$ cat src/rtl/host_bridge_pkg.sv
// ============================================================================
// host_bridge_pkg
//   Shared encodings for the host bridge: ops, register offsets, FSM states.
//   Revision: 1.0
// ============================================================================
`timescale 1ns/1ps
`default_nettype none

package host_bridge_pkg;

    localparam logic [1:0] OP_NOP   = 2'd0;
    localparam logic [1:0] OP_READ  = 2'd1;
    localparam logic [1:0] OP_WRITE = 2'd2;
    localparam logic [1:0] OP_RSVD  = 2'd3;

    localparam logic [1:0] REG_STATUS  = 2'd0;
    localparam logic [1:0] REG_CONTROL = 2'd1;
    localparam logic [1:0] REG_CYCLES  = 2'd2;
    localparam logic [1:0] REG_SCRATCH = 2'd3;

    localparam int CTRL_LOGIC_EN = 0;
    localparam int CTRL_CORE_RST = 1;

    typedef enum logic [1:0] {
        IDLE     = 2'd0,
        MEM_WAIT = 2'd1,
        RESP     = 2'd2
    } state_e;

endpackage

`default_nettype wire

$ cat src/rtl/host_bridge_regs.sv
// ============================================================================
// host_bridge_regs
//   STATUS/CONTROL/CYCLES/SCRATCH register window with free-running counter.
//   Revision: 1.0
// ============================================================================
`timescale 1ns/1ps
`default_nettype none

module host_bridge_regs
    import host_bridge_pkg::*;
#(
    parameter int DATA_W = 64
) (
    input  logic              i_clk,
    input  logic              i_rst,
    input  logic              i_halted,
    input  logic              i_wr_en,
    input  logic [1:0]        i_wr_sel,
    input  logic [DATA_W-1:0] i_wr_data,
    input  logic [1:0]        i_rd_sel,
    output logic [DATA_W-1:0] o_rd_data,
    output logic              o_logic_en,
    output logic              o_core_rst
);

    logic [1:0]        control_q, control_d;
    logic [DATA_W-1:0] cycles_q,  cycles_d;
    logic [DATA_W-1:0] scratch_q, scratch_d;

    // A host write is applied after the increment so it overrides it.
    always_comb begin
        control_d = control_q;
        cycles_d  = cycles_q;
        scratch_d = scratch_q;
        if (control_q[CTRL_LOGIC_EN] && !i_halted) begin
            cycles_d = cycles_q + DATA_W'(1);
        end
        if (i_wr_en) begin
            case (i_wr_sel)
                REG_CONTROL: control_d = i_wr_data[1:0];
                REG_CYCLES:  cycles_d  = i_wr_data;
                REG_SCRATCH: scratch_d = i_wr_data;
                default:     ;
            endcase
        end
    end

    always_comb begin
        o_rd_data = '0;
        case (i_rd_sel)
            REG_STATUS:  o_rd_data[0]   = i_halted;
            REG_CONTROL: o_rd_data[1:0] = control_q;
            REG_CYCLES:  o_rd_data      = cycles_q;
            REG_SCRATCH: o_rd_data      = scratch_q;
            default:     o_rd_data      = '0;
        endcase
    end

    always_ff @(posedge i_clk) begin
        if (i_rst) begin
            control_q <= '0;
            cycles_q  <= '0;
            scratch_q <= '0;
        end else begin
            control_q <= control_d;
            cycles_q  <= cycles_d;
            scratch_q <= scratch_d;
        end
    end

    assign o_logic_en = control_q[CTRL_LOGIC_EN];
    assign o_core_rst = control_q[CTRL_CORE_RST];

endmodule

`default_nettype wire

$ cat src/rtl/host_bridge.sv
// ============================================================================
// host_bridge
//   Valid/ready host bridge to memory port 0 and the core register window.
//   Revision: 1.0
// ============================================================================
`timescale 1ns/1ps
`default_nettype none

module host_bridge
    import host_bridge_pkg::*;
#(
    parameter int DATA_W      = 64,
    parameter int ADDR_W      = 64,
    parameter int MEM_ADDR_W  = 13,
    parameter int MEM_LATENCY = 1
) (
    input  logic                  i_clk,
    input  logic                  i_rst,
    input  logic                  i_req_valid,
    output logic                  o_req_ready,
    input  logic [1:0]            i_req_op,
    input  logic [ADDR_W-1:0]     i_req_addr,
    input  logic [DATA_W-1:0]     i_req_data,
    output logic                  o_rsp_valid,
    input  logic                  i_rsp_ready,
    output logic [DATA_W-1:0]     o_rsp_data,
    output logic                  o_rsp_err,
    output logic [1:0]            o_mem_op,
    output logic [MEM_ADDR_W-1:0] o_mem_addr,
    output logic [DATA_W-1:0]     o_mem_data,
    input  logic [DATA_W-1:0]     i_mem_data,
    input  logic                  i_halted,
    output logic                  o_logic_en,
    output logic                  o_core_rst
);

    localparam int              LAT_W    = 4;
    localparam logic [LAT_W-1:0] LAT_LOAD = LAT_W'(MEM_LATENCY);

    state_e                  state_q, state_d;
    logic                    req_ready_q, req_ready_d;
    logic                    rsp_valid_q, rsp_valid_d;
    logic                    rsp_err_q, rsp_err_d;
    logic [DATA_W-1:0]       rsp_data_q, rsp_data_d;
    logic [1:0]              mem_op_q, mem_op_d;
    logic [MEM_ADDR_W-1:0]   mem_addr_q, mem_addr_d;
    logic [DATA_W-1:0]       mem_data_q, mem_data_d;
    logic [LAT_W-1:0]        lat_cnt_q, lat_cnt_d;
    logic                    rd_pending_q, rd_pending_d;

    logic                    accept;
    logic                    is_reg;
    logic                    is_rw;
    logic                    req_err;
    logic                    reg_wr_en;
    logic [DATA_W-1:0]       reg_rd_data;

    assign accept = i_req_valid && req_ready_q;
    assign is_reg = i_req_addr[ADDR_W-1];
    assign is_rw  = (i_req_op == OP_READ) || (i_req_op == OP_WRITE);

    // NOPs never fault on address; only real accesses are range-checked.
    assign req_err = (i_req_op == OP_RSVD) ||
                     (is_rw && (is_reg ? (|i_req_addr[ADDR_W-2:2])
                                       : (|i_req_addr[ADDR_W-2:MEM_ADDR_W])));

    assign reg_wr_en = accept && !req_err && is_reg && (i_req_op == OP_WRITE);

    host_bridge_regs #(
        .DATA_W (DATA_W)
    ) u_regs (
        .i_clk      (i_clk),
        .i_rst      (i_rst),
        .i_halted   (i_halted),
        .i_wr_en    (reg_wr_en),
        .i_wr_sel   (i_req_addr[1:0]),
        .i_wr_data  (i_req_data),
        .i_rd_sel   (i_req_addr[1:0]),
        .o_rd_data  (reg_rd_data),
        .o_logic_en (o_logic_en),
        .o_core_rst (o_core_rst)
    );

    always_comb begin
        state_d      = state_q;
        req_ready_d  = req_ready_q;
        rsp_valid_d  = rsp_valid_q;
        rsp_err_d    = rsp_err_q;
        rsp_data_d   = rsp_data_q;
        mem_op_d     = OP_NOP;
        mem_addr_d   = mem_addr_q;
        mem_data_d   = mem_data_q;
        lat_cnt_d    = lat_cnt_q;
        rd_pending_d = rd_pending_q;

        case (state_q)
            IDLE: begin
                req_ready_d = 1'b1;
                if (accept) begin
                    req_ready_d  = 1'b0;
                    rsp_data_d   = '0;
                    rsp_err_d    = req_err;
                    rd_pending_d = 1'b0;
                    if (!req_err && !is_reg && is_rw) begin
                        mem_op_d   = i_req_op;
                        mem_addr_d = i_req_addr[MEM_ADDR_W-1:0];
                        if (i_req_op == OP_WRITE) begin
                            mem_data_d = i_req_data;
                            lat_cnt_d  = '0;
                        end else begin
                            lat_cnt_d    = LAT_LOAD;
                            rd_pending_d = 1'b1;
                        end
                        state_d = MEM_WAIT;
                    end else begin
                        if (!req_err && is_reg && (i_req_op == OP_READ)) begin
                            rsp_data_d = reg_rd_data;
                        end
                        rsp_valid_d = 1'b1;
                        state_d     = RESP;
                    end
                end
            end
            // First edge here is the one at which memory samples the op.
            MEM_WAIT: begin
                if (lat_cnt_q == '0) begin
                    if (rd_pending_q) begin
                        rsp_data_d = i_mem_data;
                    end
                    rsp_valid_d = 1'b1;
                    state_d     = RESP;
                end else begin
                    lat_cnt_d = lat_cnt_q - LAT_W'(1);
                end
            end
            RESP: begin
                if (i_rsp_ready) begin
                    rsp_valid_d = 1'b0;
                    req_ready_d = 1'b1;
                    state_d     = IDLE;
                end
            end
            default: begin
                state_d = IDLE;
            end
        endcase
    end

    always_ff @(posedge i_clk) begin
        if (i_rst) begin
            state_q      <= IDLE;
            req_ready_q  <= 1'b0;
            rsp_valid_q  <= 1'b0;
            rsp_err_q    <= 1'b0;
            rsp_data_q   <= '0;
            mem_op_q     <= OP_NOP;
            mem_addr_q   <= '0;
            mem_data_q   <= '0;
            lat_cnt_q    <= '0;
            rd_pending_q <= 1'b0;
        end else begin
            state_q      <= state_d;
            req_ready_q  <= req_ready_d;
            rsp_valid_q  <= rsp_valid_d;
            rsp_err_q    <= rsp_err_d;
            rsp_data_q   <= rsp_data_d;
            mem_op_q     <= mem_op_d;
            mem_addr_q   <= mem_addr_d;
            mem_data_q   <= mem_data_d;
            lat_cnt_q    <= lat_cnt_d;
            rd_pending_q <= rd_pending_d;
        end
    end

    assign o_req_ready = req_ready_q;
    assign o_rsp_valid = rsp_valid_q;
    assign o_rsp_err   = rsp_err_q;
    assign o_rsp_data  = rsp_data_q;
    assign o_mem_op    = mem_op_q;
    assign o_mem_addr  = mem_addr_q;
    assign o_mem_data  = mem_data_q;

endmodule

`default_nettype wire

$ cat config.mk
export PLATFORM = sky130hd
export DESIGN_NAME = host_bridge
export DESIGN_NICKNAME = d
export VERILOG_FILES = /design/src/rtl/host_bridge_pkg.sv /design/src/rtl/host_bridge_regs.sv /design/src/rtl/host_bridge.sv
export SDC_FILE = /design/constraint.sdc
export NUM_CORES = 1
export LEC_CHECK = 0
export ABC_AREA = 1
export CORE_MARGIN = 3
export CORE_UTILIZATION = 30
export DETAILED_ROUTE_END_ITERATION = 12
export SLEW_MARGIN = 20
export SYNTH_ARGS = -nofsm -noshare
export SYNTH_HDL_FRONTEND = slang
export SYNTH_HIERARCHICAL = 1
export SYNTH_SLANG_ARGS = --single-unit
$ cat constraint.sdc
create_clock -name i_clk -period 2.5 [get_ports i_clk]
set_input_delay 0.75 -clock i_clk [delete_from_list [all_inputs] [get_ports i_clk]]
set_output_delay 0.75 -clock i_clk [all_outputs]
set_load 0.005 [all_outputs]
==> out/results.ini, run 1 <==
[cells_and_area]
fill_cells=5386
multi_input_area_um2=8260
mostFrequentLayoutCell=nor2_1
regArea_um2=5670
num-nets-final=3265
final_util_pct=44.3
syn2layout_area_growth_pct=45.5
layout_common_cells=nor2_1, nand2_1, inv_1
drive_gt1_share_pct=9.99
design_area_um2=22900
final-instance-count-excl-fill=3766

[timing]
maxSlewViolCount=0
fin_crit_sh_pct=97.1
hold_viol_final=0
hold_slack_ns=0.446
fin_crit_ns=2.43
skew_ns=0.0192
worst_pin_slew_ns=0.544
finalSetupViolCount=0
slew_headroom_pct=63.6
fmax_mhz=412

[drt]
drtIter0Drc=1322
drt-total-wl_um=58900
route.met2.wl_um=25600
wl_met1_um=27900
routedWlPerCell_um=15.6
dr_wl_met3_um=3740
drtPass1Iterations=6
viasPerCell=4.56
vias=17200
antenna_left=0
maxUsedRoutingLayer=met4
drc_errors=0

[synthesis]
syn_area_per_cell_um2=5.94
ys_types=36
synth_fp_nets=2854
synth.area.top_cells=dfxtp_1, nor2_1, nand2_1
netlist_area_um2=15700
ys_ff_latch=283
yosysTopAreaCellShare_pct=36.0
synth_top_area_cell=dfxtp_1
synth_cells=2646
synth_seq_area_share_pct=36.0
yosys_warnings=6

[global_route]
grt_pass1_wl_um=88800
grt_use_total_pct=20.0
grt_max_degree=92
gr-total-overflow=0
antenna_found_initial=2
first_global_vias=15500

[placed_design]
port_buffers=346
dp_cells=3672
dp_hpwl_um=42500
place.gp.congestion=0.960
placed_area_um2=20900

[worst_setup_path]
slowest_delay_ns=0.47
rr_endpoint=u_regs/cycles_q[57]$_SDFF_PP0_
required_ns=2.94
start_kind=input port
slowest_stage=clkdlybuf4s50_1
r2r-start=u_regs/cycles_q[17]$_SDFF_PP0_
crit_end=u_regs/scratch_q[12]$_SDFFE_PP0P_
worst-setup-path-type=in2reg
critical_path.cell_chain=clkdlybuf4s50_1 -> buf_4 -> ha_1 -> inv_1 -> nand2_4 -> nor4_4 -> buf_4 -> buf_6 -> nand3_4 -> buf_12 -> buf_6 -> o21ai_0 -> a21oi_1
rr_worst_depth=11
r2r_slack_ns=0.46
crit_fanout=8
arrival_ns=2.86
endpoint_kind=register
critical_path.startpoint=i_req_op[1]

[power_and_ir_drop]
seqPwrFrac_pct=34.0
cellPowerDensity_nw_per_um2=644
netSwitchingFraction_pct=29.2
p_int_mw=10.4
p_switching_mw=4.30
combinationalPowerShare_pct=25.9
power_leakage_nw=10.1
pwr-share-clk_pct=40.1
ir_drop_mv=0.408

[die]
pin_count=347
die_w_um=235
fp.dieArea_um2=55200
start_util_pct=30.5
num_rows=83
die_y_um=235
core_area_um2=51600

[clock_network]
cts_made_buffers=38
root_buffer=clkbuf_16
clk_pin_slew_ns=0.06
cts_buffer_depth=3
cts_tree=done
cts_max_level=2
cts_num_sinks=283
clk_latency_ns=0.56

[flow_run]
cap_violations=0

[outcome]
outcome=finished, final reports clean

[worst_hold_path]
min_path_type=reg2reg

## registers in the layout, indices dropped and copies added, names as in the netlist
register          flops
lat_cnt_q             4
o_mem_addr           13
o_mem_data           64
o_mem_op              2
o_req_ready           1
o_rsp_data           64
o_rsp_err             1
o_rsp_valid           1
rd_pending_q          1
state_q               2
u_regs/control_q      2
u_regs/cycles_q      64
u_regs/scratch_q     64
## worst max-delay path, delay by kind of cell
family,cells,cell delay (ns)
buffers and inverters,7,1.39
adder cells (fa/ha/maj),1,0.17
AO/OA/AOI/OAI,2,0.20
AND/OR/NAND/NOR,3,0.33
## power by group through the flow
stage	clock network, mW	logic, mW	registers, mW
2_1_floorplan	0	1.86	5.11
3_3_place_gp	0	3.81	5.09
3_5_place_dp	0	3.81	5.11
4_1_cts	6.06	3.84	5.01
5_1_grt	6.23	4.27	5.04
6_report	5.90	3.82	5.01
## worst min path at each step
stage / start / end / cells after the start
floorplan: u_regs/scratch_q[10]$_SDFFE_PP0P_ / u_regs/scratch_q[10]$_SDFFE_PP0P_ / 2
global placement: u_regs/scratch_q[9]$_SDFFE_PP0P_ / u_regs/scratch_q[9]$_SDFFE_PP0P_ / 2
detailed placement: u_regs/scratch_q[4]$_SDFFE_PP0P_ / u_regs/scratch_q[4]$_SDFFE_PP0P_ / 2
CTS: u_regs/scratch_q[4]$_SDFFE_PP0P_ / u_regs/scratch_q[4]$_SDFFE_PP0P_ / 2
global route: u_regs/scratch_q[9]$_SDFFE_PP0P_ / u_regs/scratch_q[9]$_SDFFE_PP0P_ / 2
finish: u_regs/scratch_q[4]$_SDFFE_PP0P_ / u_regs/scratch_q[4]$_SDFFE_PP0P_ / 2
## Yosys cell counts (all sizes together)
cell type,n
o31ai,1
nor4,2
ha,9
nor3,9
inv,386
a21oi,92
o21ai,196
o21bai,1
nand3b,10
o211ai,5
clkbuf,98
nand3,103
or2,1
buf,34
and2,2
xnor2,3
nand2,626
nor3b,2
o221ai,1
a31oi,11
dfxtp,283
nor2,690
o22ai,48
xor2,13
nand4,20
## cell type report
| class | instances | area share [%] |
|---|---|---|
| inverter | 386 | 6.36 |
| antenna | 2 | 0.0219 |
| clock buffer | 51 | 4.82 |
| timing repair buffer | 503 | 23.2 |
| multi-input combinational | 1845 | 36.1 |
| clock inverter | 16 | 1.06 |
| tap | 680 | 3.72 |
| sequential | 283 | 24.8 |
## routing by layer
| layer | GRT usage, % | up-vias |
|---|---|---|
| met2 | 30.5 | 558 |
| met5 | 0 | - |
| li1 | - | 8935 |
| met1 | 28.6 | 7582 |
| met3 | 3.67 | 89 |
| met4 | 6.01 | 0 |
## cells by family after synthesis
family	Yosys count	share of synthesized area, %
simple gates	1465	37.8
compound gates	355	11.9
buf+inv	518	12.6
flops	283	36.0
xor+xnor	16	0.892
fa+ha+maj	9	0.716
## repair_timing
| item | 4_1_cts | 5_1_grt |
|---|---|---|
| buffers inserted | 6 | 10 |
| gates cloned | 4 | 5 |
| hold buffers | 0 | 0 |
| pin swaps | 0 | 25 |
| setup endpoints to repair | 36 | 214 |
| gates resized for setup | 16 | 118 |
| hold endpoints to repair | 0 | 0 |
## stage by stage
step | total power [mW] | TNS [ns] | setup WS, ns
floorplan | 6.97 | 0 | 0.0501
global placement | 8.90 | -119.53 | -0.594
detailed placement | 8.91 | -125.68 | -0.642
CTS | 14.9 | -0.103 | -0.0187
global route | 15.5 | -0.0277 | -0.00764
finish | 14.7 | 0 | 0.0728
Note: power is estimated with default switching activity, not from simulation.
==> run 2, diff against run 1 <==
--- a/config.mk
+++ b/config.mk
@@ -9,6 +9,7 @@
 export CORE_MARGIN = 3
 export CORE_UTILIZATION = 30
 export DETAILED_ROUTE_END_ITERATION = 12
+export SKIP_CTS_REPAIR_TIMING = 1
 export SLEW_MARGIN = 20
 export SYNTH_ARGS = -nofsm -noshare
 export SYNTH_HDL_FRONTEND = slang
==> run 2 against run 1 <==
Effect of this change: combinational power about the same; clock power about the same; critical path depth grew 4; total power shrank 0.16%; clock skew barely moved; hold slack barely moved; global-route usage shrank 0.34 points; count of clock-buffer cells in the layout is the same; register-to-register slack better by 0.06 ns; design area fell by 1.5%; first-iteration DRC count shrank 6.7%; critical path type unchanged; critical endpoint is now u_regs/cycles_q[41]$_SDFF_PP0_; largest cell class unchanged.
==> out/results.ini, run 2 (synthesis results as in run 1) <==
[outcome]
outcome=finished, final reports clean  ; unchanged

[timing]
slew_headroom_pct=64.6  ; was 63.6%
maxSlewViolCount=0  ; unchanged
fmax_mhz=414  ; was 412 MHz
finalSetupViolCount=0  ; unchanged
rsz0062_at_grt=true
fin_crit_ns=2.42  ; was 2.43 ns
fin_crit_sh_pct=96.7  ; was 97.1%
worst_pin_slew_ns=0.529  ; was 0.544 ns
skew_ns=0.0195  ; was 0.0192 ns
tns_ns=0  ; unchanged
hold_viol_final=0  ; unchanged

[cells_and_area]
layout_common_cells=nor2_1, nand2_1, inv_1  ; unchanged
num-nets-final=3248  ; was 3265
mostFrequentLayoutCell=nor2_1  ; unchanged
regArea_um2=5670  ; unchanged
multi_input_area_um2=8210  ; was 8260 um2
drive_gt1_share_pct=9.00  ; was 9.99%
syn2layout_area_growth_pct=43.4  ; was 45.5%
fill_cells=5432  ; was 5386

[global_route]
antenna_found_initial=2  ; unchanged
grt_pass1_wl_um=87500  ; was 88800 um
grt_use_total_pct=19.6  ; was 20.0%
first_global_vias=15400  ; was 15500
grt_max_degree=92  ; unchanged
gr-total-overflow=0  ; unchanged

[flow_run]
cap_violations=0  ; unchanged

[die]
core_area_um2=51600  ; unchanged
die_w_um=235  ; unchanged
pin_count=347  ; unchanged
die_y_um=235  ; unchanged
start_util_pct=30.5  ; unchanged
num_rows=83  ; unchanged
fp.dieArea_um2=55200  ; unchanged

[clock_network]
cts_num_sinks=283  ; unchanged
cts_max_level=2  ; unchanged
clk_latency_ns=0.56  ; about the same
cts_tree=done  ; unchanged
cts_buffer_depth=3  ; unchanged
root_buffer=clkbuf_16  ; unchanged
cts_made_buffers=38  ; unchanged
clk_pin_slew_ns=0.06  ; about the same

[drt]
drc_errors=0  ; unchanged
antenna_left=0  ; unchanged
viasPerCell=4.51  ; was 4.56
drtIter0Drc=1234  ; was 1322
drt-total-wl_um=57200  ; was 58900 um
drtPass1Iterations=6  ; unchanged
vias=16900  ; was 17200
routedWlPerCell_um=15.3  ; was 15.6 um

[worst_setup_path]
worst-setup-path-type=in2reg  ; unchanged
arrival_ns=2.86  ; about the same
start_kind=input port  ; unchanged
required_ns=2.94  ; about the same
crit_fanout=53  ; was 8
endpoint_kind=register  ; unchanged

[placed_design]
place.gp.congestion=0.960  ; unchanged
dp_hpwl_um=42500  ; unchanged
port_buffers=346  ; unchanged

[power_and_ir_drop]
cellPowerDensity_nw_per_um2=652  ; was 644 nW/um2
p_total_mw=14.7  ; about the same
ir_drop_mv=0.407  ; was 0.408 mV
power_leakage_nw=9.69  ; was 10.1 nW

[worst_hold_path]
min_path_type=reg2reg  ; unchanged

==> run 2: routing by layer <==
| metal | track usage [%] | share of wire (%) | routed length [um] | vias up |
|---|---|---|---|---|
| li1 | - | - | - | 8901 |
| met1 | 28.2 | 48 | 27400 | 7410 |
| met2 | 29.6 | 43 | 24600 | 510 |
| met3 | 3.59 | 6.1 | 3500 | 83 |
| met4 | 6.23 | 2.9 | 1660 | 0 |
| met5 | 0 | 0 | 0 | - |
==> run 2: final cells by class <==
class | count | share of cell area (%)
Clock inverter | 16 | 1.08
Sequential cell | 283 | 25.1
Clock buffer | 51 | 4.90
Inverter | 386 | 6.45
Multi-Input combinational cell | 1845 | 36.4
Antenna cell | 2 | 0.0222
Timing Repair Buffer | 486 | 22.2
Tap cell | 680 | 3.77
==> run 2: worst paths after layout <==
kind	from	end	slack, ns	depth (start not counted)
setup reg to reg	u_regs/cycles_q[17]$_SDFF_PP0_	u_regs/cycles_q[57]$_SDFF_PP0_	0.52	11
hold reg to reg	u_regs/scratch_q[18]$_SDFFE_PP0P_	u_regs/scratch_q[18]$_SDFFE_PP0P_	0.45	2
setup / recovery	i_req_addr[13]	u_regs/cycles_q[41]$_SDFF_PP0_	0.08	17
hold / removal	u_regs/scratch_q[18]$_SDFFE_PP0P_	u_regs/scratch_q[18]$_SDFFE_PP0P_	0.45	2
==> run 2: worst max-delay path, stage by stage <==
cell             delay, ns
clkdlybuf4s50_1       0.43
nor2_2                0.16
nand2_1               0.07
nor2_1                0.08
nand3_1               0.07
nand2_1               0.08
nand3_2               0.08
nand2_4               0.09
nand2_4               0.06
nor4_4                0.17
buf_6                 0.18
nand2_8               0.10
buf_12                0.22
nor2_1                0.12
nor2_1                0.04
o21ai_0               0.08
inv_1                 0.05
==> run 2: power by group <==
group	internal, mW	switching (mW)
Combinational	1.86	1.95
Clock	3.72	2.17
Sequential	4.85	0.160
==> run 2: per-stage QoR <==
stage / hold slack, ns / cell area, um2 / cells / util (%) / setup WS, ns
after floorplan: 0.425 / 15700 / 2646 / - / 0.0501
after global placement: 0.433 / 20900 / 3672 / 40.4 / -0.594
after detailed placement: 0.437 / 20900 / 3672 / 40.4 / -0.642
after CTS: 0.446 / 22200 / 3739 / 43.0 / -0.0752
after global routing: 0.462 / 22500 / 3749 / 43.7 / -0.0664
final: 0.446 / 22500 / 3749 / 43.7 / 0.0819
==> run 3, diff against run 2 <==
--- a/config.mk
+++ b/config.mk
@@ -6,6 +6,7 @@
 export NUM_CORES = 1
 export LEC_CHECK = 0
 export ABC_AREA = 1
+export CORE_ASPECT_RATIO = 0.75
 export CORE_MARGIN = 3
 export CORE_UTILIZATION = 30
 export DETAILED_ROUTE_END_ITERATION = 12
==> run 3 against run 2 <==
Effect of this change: sequential power barely moved; utilization rose by 0.48 points; flip-flop and latch count did not move; design area fell by 0.11%; clock power fell by 12%; critical path type unchanged.
==> out/results.ini, run 3 (synthesis results as in run 1) <==
[power_and_ir_drop]
p_total_mw=13.9  ; was 14.7 mW
ir_drop_mv=0.470  ; was 0.407 mV
cellPowerDensity_nw_per_um2=619  ; was 652 nW/um2
power_leakage_nw=9.92  ; was 9.69 nW

[clock_network]
cts_num_sinks=283  ; unchanged
clk_latency_ns=0.55  ; was 0.56 ns
clk_pin_slew_ns=0.06  ; about the same
root_buffer=clkbuf_16  ; unchanged
cts_max_level=2  ; unchanged
cts_made_buffers=35  ; was 38
cts_buffer_depth=3  ; unchanged
cts_tree=done  ; unchanged

[cells_and_area]
antenna_cells=0  ; was 2
mostFrequentLayoutCell=nor2_1  ; unchanged
final-instance-count-excl-fill=3763  ; was 3749
layout_common_cells=nor2_1, nand2_1, inv_1  ; unchanged
design_area_um2=22500  ; about the same
drive_gt1_share_pct=9.51  ; was 9.00%
num-nets-final=3256  ; was 3248
fill_cells=5477  ; was 5432
syn2layout_area_growth_pct=43.2  ; was 43.4%
regArea_um2=5670  ; unchanged
multi_input_area_um2=8230  ; was 8210 um2

[worst_setup_path]
start_kind=input port  ; unchanged
rr_endpoint=u_regs/cycles_q[50]$_SDFF_PP0_  ; was u_regs/cycles_q[57]$_SDFF_PP0_
r2r-start=u_regs/cycles_q[30]$_SDFF_PP0_  ; was u_regs/cycles_q[17]$_SDFF_PP0_
arrival_ns=2.94  ; was 2.86 ns
rr_worst_depth=12  ; was 11
crit_fanout=7  ; was 53
r2r_slack_ns=0.51  ; was 0.52 ns
worst-setup-path-type=in2reg  ; unchanged
required_ns=2.98  ; was 2.94 ns
endpoint_kind=register  ; unchanged

[timing]
skew_ns=0.0175  ; was 0.0195 ns
slew_headroom_pct=64.0  ; was 64.6%
maxSlewViolCount=0  ; unchanged
finalSetupViolCount=0  ; unchanged
fin_crit_sh_pct=98.3  ; was 96.7%
hold_viol_final=0  ; unchanged
fmax_mhz=407  ; was 414 MHz
fin_crit_ns=2.46  ; was 2.42 ns
worst_pin_slew_ns=0.538  ; was 0.529 ns
hold_slack_ns=0.446  ; about the same
tns_ns=0  ; unchanged

[die]
die_w_um=270  ; was 235 um
pin_count=347  ; unchanged
die_y_um=204  ; was 235 um
core_area_um2=51000  ; was 51600 um2
start_util_pct=30.8  ; was 30.5%
fp.dieArea_um2=55200  ; about the same
num_rows=71  ; was 83

[worst_hold_path]
whs_path_depth=2  ; unchanged
hp-start=u_regs/scratch_q[10]$_SDFFE_PP0P_  ; was u_regs/scratch_q[18]$_SDFFE_PP0P_
holdPathEnd=u_regs/scratch_q[10]$_SDFFE_PP0P_  ; was u_regs/scratch_q[18]$_SDFFE_PP0P_
min_path_type=reg2reg  ; unchanged

[global_route]
first_global_vias=15400  ; about the same
antenna_found_initial=2  ; unchanged
grt.busiest_layer=met1  ; was met2
met2_usage_pct=28.7  ; was 29.6%
gr-total-overflow=0  ; unchanged
grtUsageMet3_pct=4.08  ; was 3.59%
grt_use_total_pct=20.9  ; was 19.6%
grt_pass1_wl_um=91100  ; was 87500 um
use_met1_pct=33.4  ; was 28.2%
grt_max_degree=115  ; was 92

[placed_design]
placed_area_um2=20900  ; about the same
place.gp.congestion=1.00  ; was 0.960
port_buffers=346  ; unchanged
dp_cells=3692  ; was 3672
dp_hpwl_um=45900  ; was 42500 um

[drt]
drt-total-wl_um=60400  ; was 57200 um
vias=17200  ; was 16900
viasPerCell=4.56  ; was 4.51
drc_errors=0  ; unchanged
drtIter0Drc=1573  ; was 1234
antenna_left=0  ; unchanged
drtPass1Iterations=6  ; unchanged
routedWlPerCell_um=16.1  ; was 15.3 um

[outcome]
outcome=finished, final reports clean  ; unchanged

[flow_run]
cap_violations=0  ; unchanged

## run 3: layout make-up
cell class	instances	share of cell area [%]
clock buffer	50	4.64
clock inverter	9	0.450
inverter	386	6.46
tap	693	3.85
multi-input combinational	1845	36.6
sequential	283	25.2
timing repair buffer	497	22.9
## run 3: per-layer routing
layer	up-vias	wire length [um]
met5	-	13
met4	2	587
met3	39	4550
met2	517	23500
met1	7693	31800
li1	8899	-
## run 3: critical path, stage by stage
cell and delay, ns:
clkdlybuf4s50_1 0.45, buf_4 0.16, ha_1 0.17, inv_1 0.13
nand2_4 0.08, nor4_4 0.31, buf_6 0.19, nand2_8 0.11
buf_12 0.19, clkinvlp_4 0.11, clkbuf_16 0.16, o21ai_1 0.06
inv_1 0.05
## run 3: worst max-delay path by stage
stage | start | to | cells past startpoint
2_1_floorplan | i_req_addr[38] | u_regs/cycles_q[36]$_SDFF_PP0_ | 14
3_3_place_gp | i_req_addr[58] | u_regs/cycles_q[17]$_SDFF_PP0_ | 17
3_5_place_dp | i_req_addr[58] | u_regs/cycles_q[5]$_SDFF_PP0_ | 17
4_1_cts | i_req_addr[60] | u_regs/cycles_q[10]$_SDFF_PP0_ | 15
5_1_grt | i_req_op[1] | u_regs/cycles_q[9]$_SDFF_PP0_ | 13
6_report | i_req_op[1] | u_regs/cycles_q[9]$_SDFF_PP0_ | 13
## run 3: power by group
part	total (mW)	switching [mW]	internal [mW]	leakage, nW
registers	5.02	0.168	4.85	2.29
logic	3.73	1.96	1.77	7.07
clock network	5.19	2.09	3.11	0.565
total	13.9	4.21	9.72	9.92
## run 3: stage by stage
step,setup WS (ns),utilization [%]
3_5_place_dp,-0.648,41.1
3_3_place_gp,-0.724,41.1
4_1_cts,-0.0968,43.3
6_report,0.0420,44.2
5_1_grt,-0.0118,44.2
2_1_floorplan,0.0501,-
